--- src/rtl/seg7_display_ctrl.sv ---
// seg7_display_ctrl: latches signed values written to the display port,
// converts them to sign + 3 BCD digits (sequential double-dabble) and
// time-multiplexes the result onto a 4-digit seven-segment display.
//
// Ports:
//   clk      system clock, rising edge
//   rst      asynchronous active-high reset
//   p1_we    display write strobe
//   p1_data  signed N-bit value written to the display
//   seg      segment drive, active-low, seg[0]=a .. seg[6]=g
//   an       digit enables, active-low one-hot, an[0] = rightmost digit
//   busy     high while a conversion is running or a value is pending
module seg7_display_ctrl #(
  parameter int unsigned N           = 8,
  parameter int unsigned REFRESH_DIV = 50000
) (
  input  logic         clk,
  input  logic         rst,
  input  logic         p1_we,
  input  logic [N-1:0] p1_data,
  output logic [6:0]   seg,
  output logic [3:0]   an,
  output logic         busy
);

  localparam int unsigned BCD_W = 12;
  localparam int unsigned BIT_W = $clog2(N);
  localparam int unsigned CNT_W = $clog2(REFRESH_DIV);

  localparam logic [6:0] SEG_BLANK = 7'b1111111;
  localparam logic [6:0] SEG_MINUS = 7'b0111111;

  typedef enum logic [1:0] {
    S_IDLE,
    S_CONVERT,
    S_LOAD
  } state_t;

  state_t             state;
  logic               pending;
  logic [N-1:0]       pend_data;
  logic [BIT_W-1:0]   bit_cnt;
  logic [N-1:0]       mag;
  logic [BCD_W-1:0]   bcd;
  logic               work_sign;
  logic               disp_sign;
  logic [BCD_W-1:0]   disp_bcd;
  logic [CNT_W-1:0]   ref_cnt;
  logic [1:0]         sel;

  logic [N-1:0]       cap_val;
  logic [BCD_W-1:0]   bcd_shift;
  logic [1:0]         sel_nxt;
  logic [6:0]         seg_nxt;

  // Two's-complement magnitude; the most negative value maps to 2^(N-1).
  function automatic logic [N-1:0] abs_val(input logic [N-1:0] v);
    return v[N-1] ? N'(~v + 1'b1) : v;
  endfunction

  // Double-dabble correction: add 3 to each nibble that is 5 or more.
  function automatic logic [BCD_W-1:0] dd_adjust(input logic [BCD_W-1:0] b);
    logic [BCD_W-1:0] r;
    r = b;
    for (int i = 0; i < 3; i++) begin
      if (r[i*4 +: 4] >= 4'd5) r[i*4 +: 4] = r[i*4 +: 4] + 4'd3;
    end
    return r;
  endfunction

  function automatic logic [6:0] enc(input logic [3:0] d);
    case (d)
      4'd0:    return 7'b1000000;
      4'd1:    return 7'b1111001;
      4'd2:    return 7'b0100100;
      4'd3:    return 7'b0110000;
      4'd4:    return 7'b0011001;
      4'd5:    return 7'b0010010;
      4'd6:    return 7'b0000010;
      4'd7:    return 7'b1111000;
      4'd8:    return 7'b0000000;
      4'd9:    return 7'b0010000;
      default: return SEG_BLANK;
    endcase
  endfunction

  // A fresh strobe in IDLE beats a stored pending value.
  assign cap_val   = p1_we ? p1_data : pend_data;
  assign bcd_shift = BCD_W'({dd_adjust(bcd), mag[N-1]});

  // Conversion FSM with display registers and pending slot.
  always_ff @(posedge clk or posedge rst) begin
    if (rst) begin
      state     <= S_IDLE;
      pending   <= 1'b0;
      pend_data <= '0;
      bit_cnt   <= '0;
      mag       <= '0;
      bcd       <= '0;
      work_sign <= 1'b0;
      disp_sign <= 1'b0;
      disp_bcd  <= '0;
      busy      <= 1'b0;
    end else begin
      case (state)
        S_IDLE: begin
          busy <= p1_we || pending;
          if (p1_we || pending) begin
            work_sign <= cap_val[N-1];
            mag       <= abs_val(cap_val);
            bcd       <= '0;
            bit_cnt   <= '0;
            pending   <= 1'b0;
            state     <= S_CONVERT;
          end
        end
        S_CONVERT: begin
          bcd     <= bcd_shift;
          mag     <= {mag[N-2:0], 1'b0};
          bit_cnt <= bit_cnt + BIT_W'(1);
          if (bit_cnt == BIT_W'(N - 1)) state <= S_LOAD;
        end
        S_LOAD: begin
          disp_sign <= work_sign;
          disp_bcd  <= bcd;
          state     <= S_IDLE;
          busy      <= pending || p1_we;
        end
        default: state <= S_IDLE;
      endcase
      // Strobes during a conversion park in the one-deep pending slot.
      if (p1_we && (state != S_IDLE)) begin
        pend_data <= p1_data;
        pending   <= 1'b1;
        busy      <= 1'b1;
      end
    end
  end

  assign sel_nxt = sel + 2'd1;

  // Segment pattern for the digit about to be selected.
  always_comb begin
    seg_nxt = SEG_BLANK;
    case (sel_nxt)
      2'd3: seg_nxt = disp_sign ? SEG_MINUS : SEG_BLANK;
      2'd2: seg_nxt = (disp_bcd[11:8] == 4'd0) ? SEG_BLANK : enc(disp_bcd[11:8]);
      2'd1: seg_nxt = (disp_bcd[11:4] == 8'd0) ? SEG_BLANK : enc(disp_bcd[7:4]);
      default: seg_nxt = enc(disp_bcd[3:0]);
    endcase
  end

  // Refresh scan; seg/an load on the same edge the select advances.
  always_ff @(posedge clk or posedge rst) begin
    if (rst) begin
      ref_cnt <= '0;
      sel     <= 2'd0;
      an      <= 4'b1110;
      seg     <= 7'b1000000;
    end else if (ref_cnt == CNT_W'(REFRESH_DIV - 1)) begin
      ref_cnt <= '0;
      sel     <= sel_nxt;
      an      <= ~(4'b0001 << sel_nxt);
      seg     <= seg_nxt;
    end else begin
      ref_cnt <= ref_cnt + CNT_W'(1);
    end
  end

endmodule

--- config.mk ---
export PLATFORM = sky130hd
export DESIGN_NAME = seg7_display_ctrl
export DESIGN_NICKNAME = d
export VERILOG_FILES = /design/src/rtl/seg7_display_ctrl.sv
export SDC_FILE = /design/constraint.sdc
export NUM_CORES = 1
export LEC_CHECK = 0
export ABC_AREA = 1
export CORE_AREA = 2 2 146 112
export CTS_BUF_LIST = sky130_fd_sc_hd__clkbuf_4
export DETAILED_ROUTE_END_ITERATION = 8
export DIE_AREA = 0 0 148 114
export GPL_ROUTABILITY_DRIVEN = 0
export PLACE_DENSITY = 0.42
export SYNTH_ARGS = -nofsm -noshare
export SYNTH_HDL_FRONTEND = slang
export SYNTH_SLANG_ARGS = --single-unit
--- constraint.sdc ---
create_clock -name clk -period 3.1 [get_ports clk]
set_input_delay 0.62 -clock clk [delete_from_list [all_inputs] [get_ports clk]]
set_output_delay 0.62 -clock clk [all_outputs]
set_load 0.01 [all_outputs]
# ---- After elaboration in Yosys (flattened, before gate mapping)
# Memory sizes are Yosys's and may differ from the RTL's.
# Cells that the tools add are included.
dict set report word_totals {
  ff_bits 78
  rom_bits 336
  inputBits 11
  out_inout_bits 12
  wordCells 78
  mem_count 3
}
# name words width rd rd_ports_with_merged_regs wr line_no
set mem_list {}
lappend mem_list {{(name not given)} 16 7 1 0 0 72} ;# case (d)
lappend mem_list {{(name not given)} 16 7 1 0 0 72}
lappend mem_list {{(name not given)} 16 7 1 0 0 72}
dict set report op_classes {
  addsub 7
  n_lt_le_gt_ge 3
  n_eq_ne 9
  n_shift 1
  n_mux 24
  bitwise_logic 2
  n_reduce_logical 15
}
# op n
set op_table {}
lappend op_table {{$mux 8} 3}
lappend op_table {{$pmux 12 s2} 1}
lappend op_table {{$mux 7} 3}
lappend op_table {{$pmux 7 s3} 1}
lappend op_table {{$add 16x1->16 const B} 1}
lappend op_table {{$eq 16x16->1 const B} 1}
lappend op_table {{$mux 16} 1}
lappend op_table {{$pmux 8 s2} 1}
lappend op_table {{$ge 4x3->1 const B} 3}
lappend op_table {{$mux 12} 1}
lappend op_table {{$reduce_bool 2->1} 5}
lappend op_table {{$add 4x2->4 const B} 2}
lappend op_table {{$add 8x1->8 const B} 1}
lappend op_table {{$logic_not 8->1} 1}
lappend op_table {{$mux 4} 2}
lappend op_table {{$not 8->8} 1}
lappend op_table {{$reduce_and 2->1} 4}
lappend op_table {{$eq 2x2->1 const B} 3}
lappend op_table {{$mux 3} 2}
lappend op_table {{$pmux 3 s2} 1}
lappend op_table {{$mux 1} 5}
lappend op_table {{$eq 2x1->1 const B} 2}
lappend op_table {{$logic_not 4->1} 1}
lappend op_table {{$mux 2} 2}
lappend op_table {{12 further kinds} 13}

# ---- Logic depth before layout (Yosys ltp)
dict set report depth {
  ltp_word 6
  mapped_depth 13
}

# ---- Least setup slack after synthesis
# OpenSTA, ideal clock, no wires.
dict set report synth_path {
  kind {input to register}
  start {in p1_we}
  end {reg mag[6]}
  setup_time_ns 0.116
  t_arrival_ns 1.544
  slack_ns 1.440
  cell_stages 12
  path_buffers 1
  path_cell_list {buf_6 -> nand2_1 -> nand2_1 -> inv_1 -> ha_1 -> inv_1 -> nor2_1 -> nand3_1 -> nand3_1 -> nand3_1 -> nand2_1 -> nand2_1}
}
dict set report synth_via {
  elab_chain_cells 6
}
# item line_no
set synth_rtl {}
lappend synth_rtl {{start: declaration} 19} ;# input logic p1_we,
lappend synth_rtl {{$mux 8} 88} ;# assign cap_val = p1_we ? p1_data : pend_data;
lappend synth_rtl {{$not 8->8} 58} ;# return v[N-1] ? N'(~v + 1'b1) : v;
lappend synth_rtl {{$add 8x1->8} 58}
lappend synth_rtl {{$mux 8} 58}
lappend synth_rtl {{$mux 8} 108} ;# if (p1_we || pending) begin
lappend synth_rtl {{$pmux 8 s2} 105} ;# case (state)
lappend synth_rtl {{end signal: assignment} 110} ;# mag <= abs_val(cap_val);
lappend synth_rtl {{end signal: assignment} 119} ;# mag <= {mag[N-2:0], 1'b0};
lappend synth_rtl {{end: declaration} 43} ;# logic [N-1:0] mag;
# Several ways; a longest one is shown, not always the timed one. The select of a mux whose other input is x is not followed.
# A chain may end at the register's enable or synchronous reset.

# ---- Worst setup path after layout
# Same ends and word-level chain as after synthesis.

==> flow_metrics.tcl <==
set metrics [dict create \
    layout_cell_share_with_drive_strength_beyond_1 0.101 \
    antenna_found_initial 0 \
    core.rowCount 40 \
    critical_path.max_fanout 14 \
    syn_inst_count 560 \
    cap_viol_max_count 0 \
    yosysMostFrequentCell "sky130_fd_sc_hd__nand2_1" \
    dr.pass1.iters 4 \
    cts-htree-levels 3 \
    worst_setup_path_startpoint "p1_we" \
    power_leakage_nw 2.50 \
    post_route_drc_violation_count 0 \
    hold_path.class "flop to flop" \
    timing_worst_slew_pin_value_ns 0.661 \
    floorplan.initialDensity 0.292 \
    vdd_ir_drop_max_mv 0.267 \
    cts_tree "built" \
    post-cts-setup-buffers 0 \
    synth.cell_area_um2 4550 \
    synth.yosys.seq_area_share 0.430 \
    post-layout-total-power_mw 4.01 \
    ys_warn_count 0 \
    grt_max_degree 50 \
    report.final.setup_viol 0 \
    grt_setup_unrepaired "false" \
    synth_cell_type_count 40 \
    crit_top_cell "sky130_fd_sc_hd__nand2_1" \
    synth_fp_nets 601 \
    yosysTopAreaCell "sky130_fd_sc_hd__dfrtp_1" \
    path_buf_inv 4 \
    avgViaCountPerCell 4.46 \
    synth_top_area_share 0.407 \
    fin_skew_ns 0.0221 \
    final_number_of_hold_violating_endpoints 0 \
    ios 23 \
    core-area_um2 15600 \
    synthFlopType "sky130_fd_sc_hd__dfrtp_1" \
    initialDrtViolationCount 190 \
    detailedPlacementHpwl_um 6990 \
    grt_pass1_vias 3597 \
    period_share 0.710 \
    clk_latency_ns 0.45 \
    max_freq_mhz 454 \
    crit_required_ns 3.46 \
    power-per-cell-area_nw_per_um2 780 \
    grt_pass1_wl_um 17100 \
    number_of_port_buffers 22 \
    vias 3547 \
    cpPeakStageDelay_ns 0.79 \
    rr_startpoint "state[0]$_DFFE_PP0P_" \
    detail_route.wl_per_cell_um 12.1 \
    synth-edff-count 0 \
    critical-path-top-delay-family "buffers and inverters" \
    global_route.usage.total 0.125 \
    timing.critical_path.slowest_stage_cell "sky130_fd_sc_hd__clkdlybuf4s50_1" \
    cts_sinks 78 \
    timing.critical_path.to_type "flop" \
    outcome "finished clean" \
    maxSlewViolCount 0 \
    fillerInstances 1680 \
    start_kind "input port" \
    synth-seq-cells 78 \
    fp.dieW_um 148 \
    cp_data_arrival_time_ns 2.56 \
    flow.area_growth_from_synthesis_pct 12.8 \
    holdBufCountCts 0 \
    postRouteAntennaNets 0 \
    ys_top_cells_by_count "120 x sky130_fd_sc_hd__nand2_1, 74 x sky130_fd_sc_hd__dfrtp_1, 67 x sky130_fd_sc_hd__inv_1" \
    cts.repair.resized 0 \
    hold_start "seg[6]$_DFFE_PP1N_" \
    synthTopCellsByArea "sky130_fd_sc_hd__dfrtp_1 41%, sky130_fd_sc_hd__nand2_1 9.9%, sky130_fd_sc_hd__ha_1 8.2%" \
    clock_path_buffers 2 \
    post_layout_nets 622 \
    worstSetupPathType "input port to flop" \
    die-height_um 114 \
    clkSlewWorstSetupHoldPaths_ns 0.15 \
    die_area_um2 16900 \
    routed_wirelength_um 9590 \
    cts-buffers-inserted 9 \
    clk_root_buffer_cell "sky130_fd_sc_hd__clkbuf_4" \
    synthArstFlopShare 1.00 \
    setup-tns-final_ns 0 \
    max-slew-margin-rel 0.558 \
    period_needed_ns 2.20 \
    cp_cell_sequence "clkdlybuf4s50_1, inv_2, nand2_1, nand2_1, inv_1, ha_1, inv_1, nor2_1, nand3_1, nand3_1, nand3_1, nand2_1, nand2_1" \
    syn_avg_cell_area_um2 8.13 \
    gr-total-overflow 0 \
    antenna_cells 0 \
]
[through the flow]
stage          utilization  hold slack [ns]  cells  cell area (um2)  setup WS, ns
2_1_floorplan            -            0.448    560             4550         0.492
3_3_place_gp         0.319            0.457    780             4970         0.466
3_5_place_dp         0.319            0.460    780             4970         0.400
4_1_cts              0.329            0.482    796             5140         0.900
5_1_grt              0.329            0.497    796             5140         0.721
6_report             0.329            0.477    796             5140         0.898
[metal layers]
layer	share of wire	wire length [um]	global-route usage	vias to the layer above
met5	0	0	0	-
met4	0.0092	88	0.0330	0
met3	0.024	229	0.0312	8
met2	0.41	3920	0.189	28
met1	0.56	5350	0.180	1640
li1	-	-	-	1871
[path summary, 6_finish.rpt]
kind	depth (start not counted)	slack (ns)	endpoint
min in group asynchronous	2	0.50	seg[4]$_DFFE_PP0N_
worst min-delay path	2	0.48	seg[6]$_DFFE_PP1N_
worst max-delay path	13	0.90	mag[6]$_DFFE_PP0P_
max in group asynchronous	3	1.96	disp_bcd[9]$_DFFE_PP0P_
worst min register to register	2	0.48	seg[6]$_DFFE_PP1N_
worst max register to register	5	1.34	mag[2]$_DFFE_PP0P_
[worst register-to-register path, stage by stage, from the launching register on]
cell	delay [ns]
sky130_fd_sc_hd__dfrtp_1	0.41
sky130_fd_sc_hd__inv_1	0.09
sky130_fd_sc_hd__nor2_4	0.34
sky130_fd_sc_hd__inv_1	0.42
sky130_fd_sc_hd__o211ai_1	0.28
sky130_fd_sc_hd__o21ai_0	0.11
[power breakdown]
part / switching (mW) / internal (mW) / total [mW]
logic: 1.08 / 0.635 / 1.71
clock network: 0.402 / 0.329 / 0.731
registers: 0.243 / 1.32 / 1.56
[flip-flops by register name (all words and copies together), names as in the netlist]
signal     flops
an             4
bcd           12
bit_cnt        3
busy           1
disp_bcd      12
disp_sign      1
mag            8
pend_data      8
pending        1
ref_cnt       16
seg            7
sel            2
state          2
work_sign      1
[logic make-up (layout without fill, tap and decap cells)]
kind of cell    after synthesis  after routing  synth area share
xor+xnor                     10             10            0.0192
compound gates              108            108             0.128
simple gates                242            242             0.245
fa+ha+maj                    30             30            0.0824
buf+inv                      85            111            0.0786
mux                           7              7            0.0173
flops                        78             78             0.430
[placed cells by master (no fill, tap or decap), types with 4 or more instances in the layout]
cell type / netlist / final
sky130_fd_sc_hd__o32ai_1: 4 / 4
sky130_fd_sc_hd__nand2_1: 120 / 120
sky130_fd_sc_hd__nand4_1: 5 / 5
sky130_fd_sc_hd__clkdlybuf4s50_1: 0 / 22
sky130_fd_sc_hd__nand3_1: 23 / 23
sky130_fd_sc_hd__ha_1: 30 / 30
sky130_fd_sc_hd__nor2_1: 60 / 60
sky130_fd_sc_hd__nand2_2: 7 / 7
sky130_fd_sc_hd__dfrtp_1: 74 / 74
sky130_fd_sc_hd__clkbuf_4: 0 / 9
sky130_fd_sc_hd__inv_1: 67 / 66
sky130_fd_sc_hd__mux2_2: 7 / 7
sky130_fd_sc_hd__xor2_1: 9 / 9
sky130_fd_sc_hd__nor2_2: 5 / 5
sky130_fd_sc_hd__inv_2: 4 / 4
sky130_fd_sc_hd__dfstp_2: 4 / 4
sky130_fd_sc_hd__o21ai_1: 12 / 12
sky130_fd_sc_hd__o21ai_0: 60 / 60
sky130_fd_sc_hd__nor3_1: 5 / 5
sky130_fd_sc_hd__a21oi_1: 19 / 19
[layout make-up]
| class | instances | area (um2) | area share |
|---|---|---|---|
| flip-flops and latches | 78 | 1960 | 0.381 |
| inverters | 72 | 274 | 0.0533 |
| repair buffers | 23 | 240 | 0.0467 |
| well taps | 210 | 263 | 0.0511 |
| clock inverters | 7 | 97.6 | 0.0190 |
| multi-input cells | 397 | 2240 | 0.436 |
| clock buffers | 9 | 67.6 | 0.0131 |
Power figures use the tool's default switching activity.
